**src/rtl/cpu_step_3_pkg.sv**
```systemverilog
// Shared types and constants for the piece-commit / line-clear stage.
package cpu_step_3_pkg;

   typedef enum logic [3:0] {
      IDLE,
      P_RD,
      P_WR,
      S_RD,
      S_CHK,
      SH_RD,
      SH_WR,
      CLR,
      DONE
   } state_e;

   localparam int         NUM_BLOCKS = 4;
   localparam logic [7:0] CELL_SET   = 8'd1;

endpackage

```
**src/rtl/cpu_step_3_row_full.sv**
```systemverilog
// Combinational full-row detect: every cell of one board row is nonzero.
module row_full #(
   parameter int MEM_WIDTH = 4,
   parameter int WIDTH     = 8
) (
   input  logic [WIDTH*MEM_WIDTH-1:0] row,
   output logic                       full
);

   always_comb begin
      full = 1'b1;
      for (int c = 0; c < MEM_WIDTH; c++) begin
         if (row[WIDTH*c +: WIDTH] == '0) full = 1'b0;
      end
   end

endmodule

```
**src/rtl/cpu_step_3.sv**
```systemverilog
// Piece commit into board rows, then bottom-up full-row collapse.
// Row scan/shift/clear is only built when LINE_CLEAR_EN is defined.
module cpu_step_3
   import cpu_step_3_pkg::*;
#(
   parameter int MEM_WIDTH  = 4,
   parameter int MEM_HEIGHT = 4,
   parameter int WIDTH      = 8
) (
   input  logic                          clk,
   input  logic                          rst,
   input  logic                          start,
   input  logic [WIDTH*NUM_BLOCKS-1:0]   coord_x_in,
   input  logic [WIDTH*NUM_BLOCKS-1:0]   coord_y_in,
   output logic [WIDTH-1:0]              mem_addr,
   input  logic [WIDTH*MEM_WIDTH-1:0]    mem_rdata,
   output logic [WIDTH*MEM_WIDTH-1:0]    mem_wdata,
   output logic                          mem_we,
   output logic                          busy,
   output logic                          done,
   output logic [WIDTH-1:0]              lines_cleared,
   output logic                          game_over
);

   localparam int CW = WIDTH*NUM_BLOCKS;
   localparam logic [WIDTH-1:0] W_MW = WIDTH'(MEM_WIDTH);
   localparam logic [WIDTH-1:0] W_MH = WIDTH'(MEM_HEIGHT);

   state_e           state_q, state_d;
   logic [1:0]       k_q, k_d;
   logic [CW-1:0]    x_q, x_d, y_q, y_d;
   logic [WIDTH-1:0] lines_q, lines_d;
   logic [WIDTH-1:0] addr_q, addr_d;
   logic             go_q, go_d, we_q, we_d;
   logic [WIDTH-1:0] cur_x, cur_y, nxt_x, nxt_y;

`ifdef LINE_CLEAR_EN
   logic [WIDTH-1:0] r_q, r_d, j_q, j_d;
   logic             row_is_full;

   row_full #(
      .MEM_WIDTH (MEM_WIDTH),
      .WIDTH     (WIDTH)
   ) u_row_full (
      .row  (mem_rdata),
      .full (row_is_full)
   );
`endif

   function automatic logic in_range(input logic [WIDTH-1:0] x,
                                     input logic [WIDTH-1:0] y);
      return (x < W_MW) && (y < W_MH);
   endfunction

   assign cur_x = x_q[WIDTH*k_q +: WIDTH];
   assign cur_y = y_q[WIDTH*k_q +: WIDTH];
   assign nxt_x = x_d[WIDTH*k_d +: WIDTH];
   assign nxt_y = y_d[WIDTH*k_d +: WIDTH];

   always_comb begin
      state_d   = state_q;
      k_d       = k_q;
      x_d       = x_q;
      y_d       = y_q;
      lines_d   = lines_q;
      go_d      = go_q;
      mem_wdata = '0;
`ifdef LINE_CLEAR_EN
      r_d       = r_q;
      j_d       = j_q;
`endif
      case (state_q)
         IDLE: begin
            if (start) begin
               x_d     = coord_x_in;
               y_d     = coord_y_in;
               k_d     = '0;
               lines_d = '0;
               state_d = P_RD;
            end
         end
         P_RD: state_d = P_WR;
         P_WR: begin
            mem_wdata = mem_rdata;
            for (int c = 0; c < MEM_WIDTH; c++) begin
               if (cur_x == WIDTH'(c)) begin
                  // overlap only counts when the write really lands
                  if (in_range(cur_x, cur_y) &&
                      mem_rdata[WIDTH*c +: WIDTH] != '0)
                     go_d = 1'b1;
                  mem_wdata[WIDTH*c +: WIDTH] = WIDTH'(CELL_SET);
               end
            end
            k_d = k_q + 2'd1;
            if (k_q == 2'(NUM_BLOCKS-1)) begin
`ifdef LINE_CLEAR_EN
               state_d = S_RD;
               r_d     = W_MH - 1'b1;
`else
               state_d = DONE;
`endif
            end else begin
               state_d = P_RD;
            end
         end
`ifdef LINE_CLEAR_EN
         S_RD: state_d = S_CHK;
         S_CHK: begin
            if (row_is_full) begin
               j_d     = r_q;
               // the top row has nothing above it to shift in
               state_d = (r_q == '0) ? CLR : SH_RD;
            end else if (r_q == '0) begin
               state_d = DONE;
            end else begin
               r_d     = r_q - 1'b1;
               state_d = S_RD;
            end
         end
         SH_RD: state_d = SH_WR;
         SH_WR: begin
            mem_wdata = mem_rdata;
            j_d       = j_q - 1'b1;
            state_d   = (j_q == WIDTH'(1)) ? CLR : SH_RD;
         end
         CLR: begin
            if (lines_q != '1) lines_d = lines_q + 1'b1;
            state_d = S_RD;
         end
`endif
         DONE:    state_d = IDLE;
         default: state_d = IDLE;
      endcase
   end

   // memory port is registered: decode it from the state being entered
   always_comb begin
      addr_d = '0;
      we_d   = 1'b0;
      case (state_d)
         P_RD: addr_d = nxt_y;
         P_WR: begin
            addr_d = nxt_y;
            we_d   = in_range(nxt_x, nxt_y);
         end
`ifdef LINE_CLEAR_EN
         S_RD,
         S_CHK: addr_d = r_d;
         SH_RD: addr_d = j_d - 1'b1;
         SH_WR: begin
            addr_d = j_d;
            we_d   = 1'b1;
         end
         CLR: we_d = 1'b1;
`endif
         default: ;
      endcase
   end

   always_ff @(posedge clk or negedge rst) begin
      if (!rst) begin
         state_q <= IDLE;
         k_q     <= '0;
         x_q     <= '0;
         y_q     <= '0;
         lines_q <= '0;
         go_q    <= 1'b0;
         addr_q  <= '0;
         we_q    <= 1'b0;
`ifdef LINE_CLEAR_EN
         r_q     <= '0;
         j_q     <= '0;
`endif
      end else begin
         state_q <= state_d;
         k_q     <= k_d;
         x_q     <= x_d;
         y_q     <= y_d;
         lines_q <= lines_d;
         go_q    <= go_d;
         addr_q  <= addr_d;
         we_q    <= we_d;
`ifdef LINE_CLEAR_EN
         r_q     <= r_d;
         j_q     <= j_d;
`endif
      end
   end

   assign mem_addr      = addr_q;
   assign mem_we        = we_q;
   assign busy          = (state_q != IDLE);
   assign done          = (state_q == DONE);
   assign lines_cleared = lines_q;
   assign game_over     = go_q;

endmodule
```
**config.mk**
```make
export PLATFORM = sky130hd
export DESIGN_NAME = cpu_step_3
export DESIGN_NICKNAME = d
export VERILOG_FILES = /design/src/rtl/cpu_step_3_pkg.sv /design/src/rtl/cpu_step_3_row_full.sv /design/src/rtl/cpu_step_3.sv
export SDC_FILE = /design/constraint.sdc
export NUM_CORES = 1
export LEC_CHECK = 0
export CORE_ASPECT_RATIO = 0.5
export CORE_MARGIN = 8
export CORE_UTILIZATION = 40
export CTS_CLUSTER_DIAMETER = 150
export CTS_CLUSTER_SIZE = 10
export DETAILED_ROUTE_END_ITERATION = 16
export PLACE_DENSITY = 0.76
export SLEW_MARGIN = 40
export SYNTH_ARGS = -nofsm -noshare
export SYNTH_HDL_FRONTEND = slang
export SYNTH_SLANG_ARGS = --single-unit
```
**constraint.sdc**
```tcl
create_clock -name clk -period 2.6 [get_ports clk]
set_input_delay 0.52 -clock clk [delete_from_list [all_inputs] [get_ports clk]]
set_output_delay 0.52 -clock clk [all_outputs]
set_load 0.03 [all_outputs]
```
==> run_results.csv, run 1 <==
group,metric,value,unit
run_status,outcome,"finished, violations left",
run_status,violations,"setup timing",
floorplanning,rows,26,
setup_path,cp.depth,8,
timing,finalSetupViolCount,32,
timing,fin_hold_ws,0.127,ns
layout,diodes,0,
cts,cts_max_path_buffers,2,
floorplanning,core,10100,sq um
layout,final_layout_size_suffix_gt1_share,24.1,%
synthesis,async_flop_share,100,%
synthesis,yosysUniqueCellTypes,43,
timing,worst_slew_pin_slew,0.503,ns
setup_path,reg2reg_depth,9,
setup_path,critPathMaxStageDelay,0.55,ns
routing,wirelength,12700,microns
power,sw_frac_of_total,32.4,%
layout,final_cells,805,
floorplanning,die_x,159,microns
routing,drcViolationCount,0,
cts,clock-sinks,80,
placed_design,gp_congestion,0.844,
timing,slew_headroom,66.0,%
timing,tns,-16.54,ns
floorplanning,dieHeight,87.4,microns
setup_path,critical_path_class,"reg -> out",
placed_design,place_worst_setup_slack,-0.658,ns
global_routing,grt_max_degree,50,
setup_path,cp.required,2.08,ns
synthesis,ys_ff_latch,80,
power,power_frac_seq,37.1,%
synthesis,seq_area_frac_synth,49.0,%
timing,setup_ws,-0.605,ns
power,p_total,4.38,mW
setup_path,cp_data_arrival_time,2.68,ns
cts,insertion_delay,0.34,ns
power,share_comb_of_total_power,36.6,%
global_routing,grt_overflow_total,0,
routing,dr.pass1.iters,4,
power,intPower,2.97,mW
cts,clk_transition_reported_paths,0.06,ns
setup_path,cp_top_family,"simple AND/OR/NAND/NOR gates",
setup_path,worstPathCellList,"or4_4 > or4_4 > a31oi_4 > nor3b_4 > buf_4 > nor2_2 > nor2_2 > buf_6",
global_routing,grt_pass1_wl,20600,microns
power,power_density,682,nW/um^2
synthesis,synth-warning-count,0,
synthesis,synth-main-ff-cell,"dfrtp_1",
placed_design,place_inst,786,
global_routing,grt_pass1_vias,4188,
global_routing,antenna_found_initial,0,
cts,cts_tree,"built",
placed_design,post_dp_cell_area,5980,sq um
cts,htreeDepth,3,
timing,clock_skew,0.00986,ns
routing,ant_nets,0,
power,vdd_ir_drop_max,0.445,mV
power,switching_power,1.42,mW
floorplanning,start_util,40.6,%
timing,max_freq,0.312,GHz
hold_path,hold_class,"in -> async",
cts,hold_buffers,0,
setup_path,path_buf_inv,2,
setup_path,crit_path_start_kind,"flop",
timing,post-route-min-period,3.20,ns
synthesis,synth_area,4080,sq um
run,cap_violations,0,
routing,drt-initial-drc-count,225,
power,p_leak,3.05,nW
timing,post-route-period-util,123,%
timing,maxSlewViolCount,0,
layout,nNetsFinal,760,
layout,final_common_cell,"nand2_1",
layout,postLayoutCoreUtil,63.9,%
power,pwr-share-clk,26.3,%
cts,clock-root-buffer,"clkbuf_16",
placed_design,hpwl,9890,microns
synthesis,synth-edff-count,0,
setup_path,cp_slowest_cell,"or4_4",
routing,dr_total_vias,3984,
synthesis,syn_avg_cell_area,8.65,sq um
placed_design,portBuffers,142,
timing,finalHoldViolCount,0,
setup_path,crit_fanout,4,
global_routing,grt_usage,18.2,%
layout,syn_to_final_growth,57.4,%
timing,rsz0062_at_grt,"true",
routing,via_per_inst,4.95,
routing,wire_per_inst,15.8,microns
layout,final_area,6430,sq um
floorplanning,die_area,13900,sq um
cts,cts_buffers,9,
setup_path,end_kind,"primary output",
synthesis,synth_cells,472,
layout,final_cell_mix,"196 x nand2_1, 109 x clkdlybuf4s50_1, 80 x dfrtp_1",
floorplanning,num_io_pins,151,
## layer usage
metal  vias to the layer above  GRT usage, %  routed length [microns]
met5                         -             0                        0
met4                         0          5.10                      143
met3                        15          4.95                      820
met2                       136          30.8                     6070
met1                      1896          22.7                     5700
li1                       1937             -                        -
## power groups by stage
stage                     Sequential (mW)  Clock [mW]  Combinational (mW)
after floorplan                      1.67           0               0.765
after global placement               1.63           0                1.50
after detailed placement             1.64           0                1.53
after CTS                            1.62        1.17                1.59
after global routing                 1.65        1.23                1.74
final                                1.63        1.15                1.61
## registers in the layout, indices dropped and copies added, names as in the netlist, named ones only
name	count
y_q	32
state_q	4
mem_we	1
k_q	2
mem_addr	8
x_q	24
game_over	1
## path summary, 6_finish.rpt
path,startpoint,end,slack (ns)
hold / removal,rst,x_q[30]$_DFF_PN0_,0.13
setup / recovery,x_q[21]$_DFF_PN0_,mem_wdata[0],-0.60
min in group clk,y_q[16]$_DFF_PN0_,y_q[16]$_DFF_PN0_,0.48
hold reg to reg,y_q[16]$_DFF_PN0_,y_q[16]$_DFF_PN0_,0.48
setup reg to reg,state_q[0]$_DFF_PN0_,mem_we$_DFF_PN0_,0.29
max in group asynchronous,rst,state_q[3]$_DFF_PN0_,1.86
## layout make-up
class                      count  area (sq um)
tap                          140           175
multi-input combinational    369          2060
clock inverter                 5          32.5
inverter                       3          11.3
fill                         794          3630
sequential                    80          2000
timing repair buffer         197          1900
clock buffer                  11           243
## synth_stat cells (4+ instances only)
library cell  count  share of area (%)
mux4_2            4                2.2
or4_1             4               0.74
mux2_2            6                1.7
nor4_1           19                2.9
a21oi_1          12                1.5
nor2_1           19                1.7
o21ai_0          17                2.1
clkbuf_1          9               0.83
nand2_1         197                 18
nor3_1            5               0.61
mux2i_1          14                3.4
buf_4            11                2.0
and2_1           30                4.6
dfrtp_1          80                 49
buf_1             5               0.46
## logic make-up (layout without fill, tap and decap cells)
| group | after synthesis | in the layout | share of synthesized area [%] |
|---|---|---|---|
| compound gates | 44 | 44 | 6.78 |
| other cells | 1 | 9 | 0.0919 |
| simple gates | 291 | 291 | 32.5 |
| mux | 24 | 24 | 7.30 |
| buf+inv | 31 | 216 | 3.95 |
| fa+ha+maj | 1 | 1 | 0.307 |
| flops | 80 | 80 | 49.0 |
## timing repair
action,4_1_cts,5_1_grt
pin swaps,15,22
gates resized for setup,175,40
buffers inserted,5,0
hold endpoints to repair,0,0
setup endpoints to repair,32,32
(Power assumes the default switching activity.)
==> inputs of run 2 (changes only) <==
- CAP_MARGIN: unset -> 10
==> results of run 2 <==
The final DEF is identical to that of run 1; final timing and power are the same.
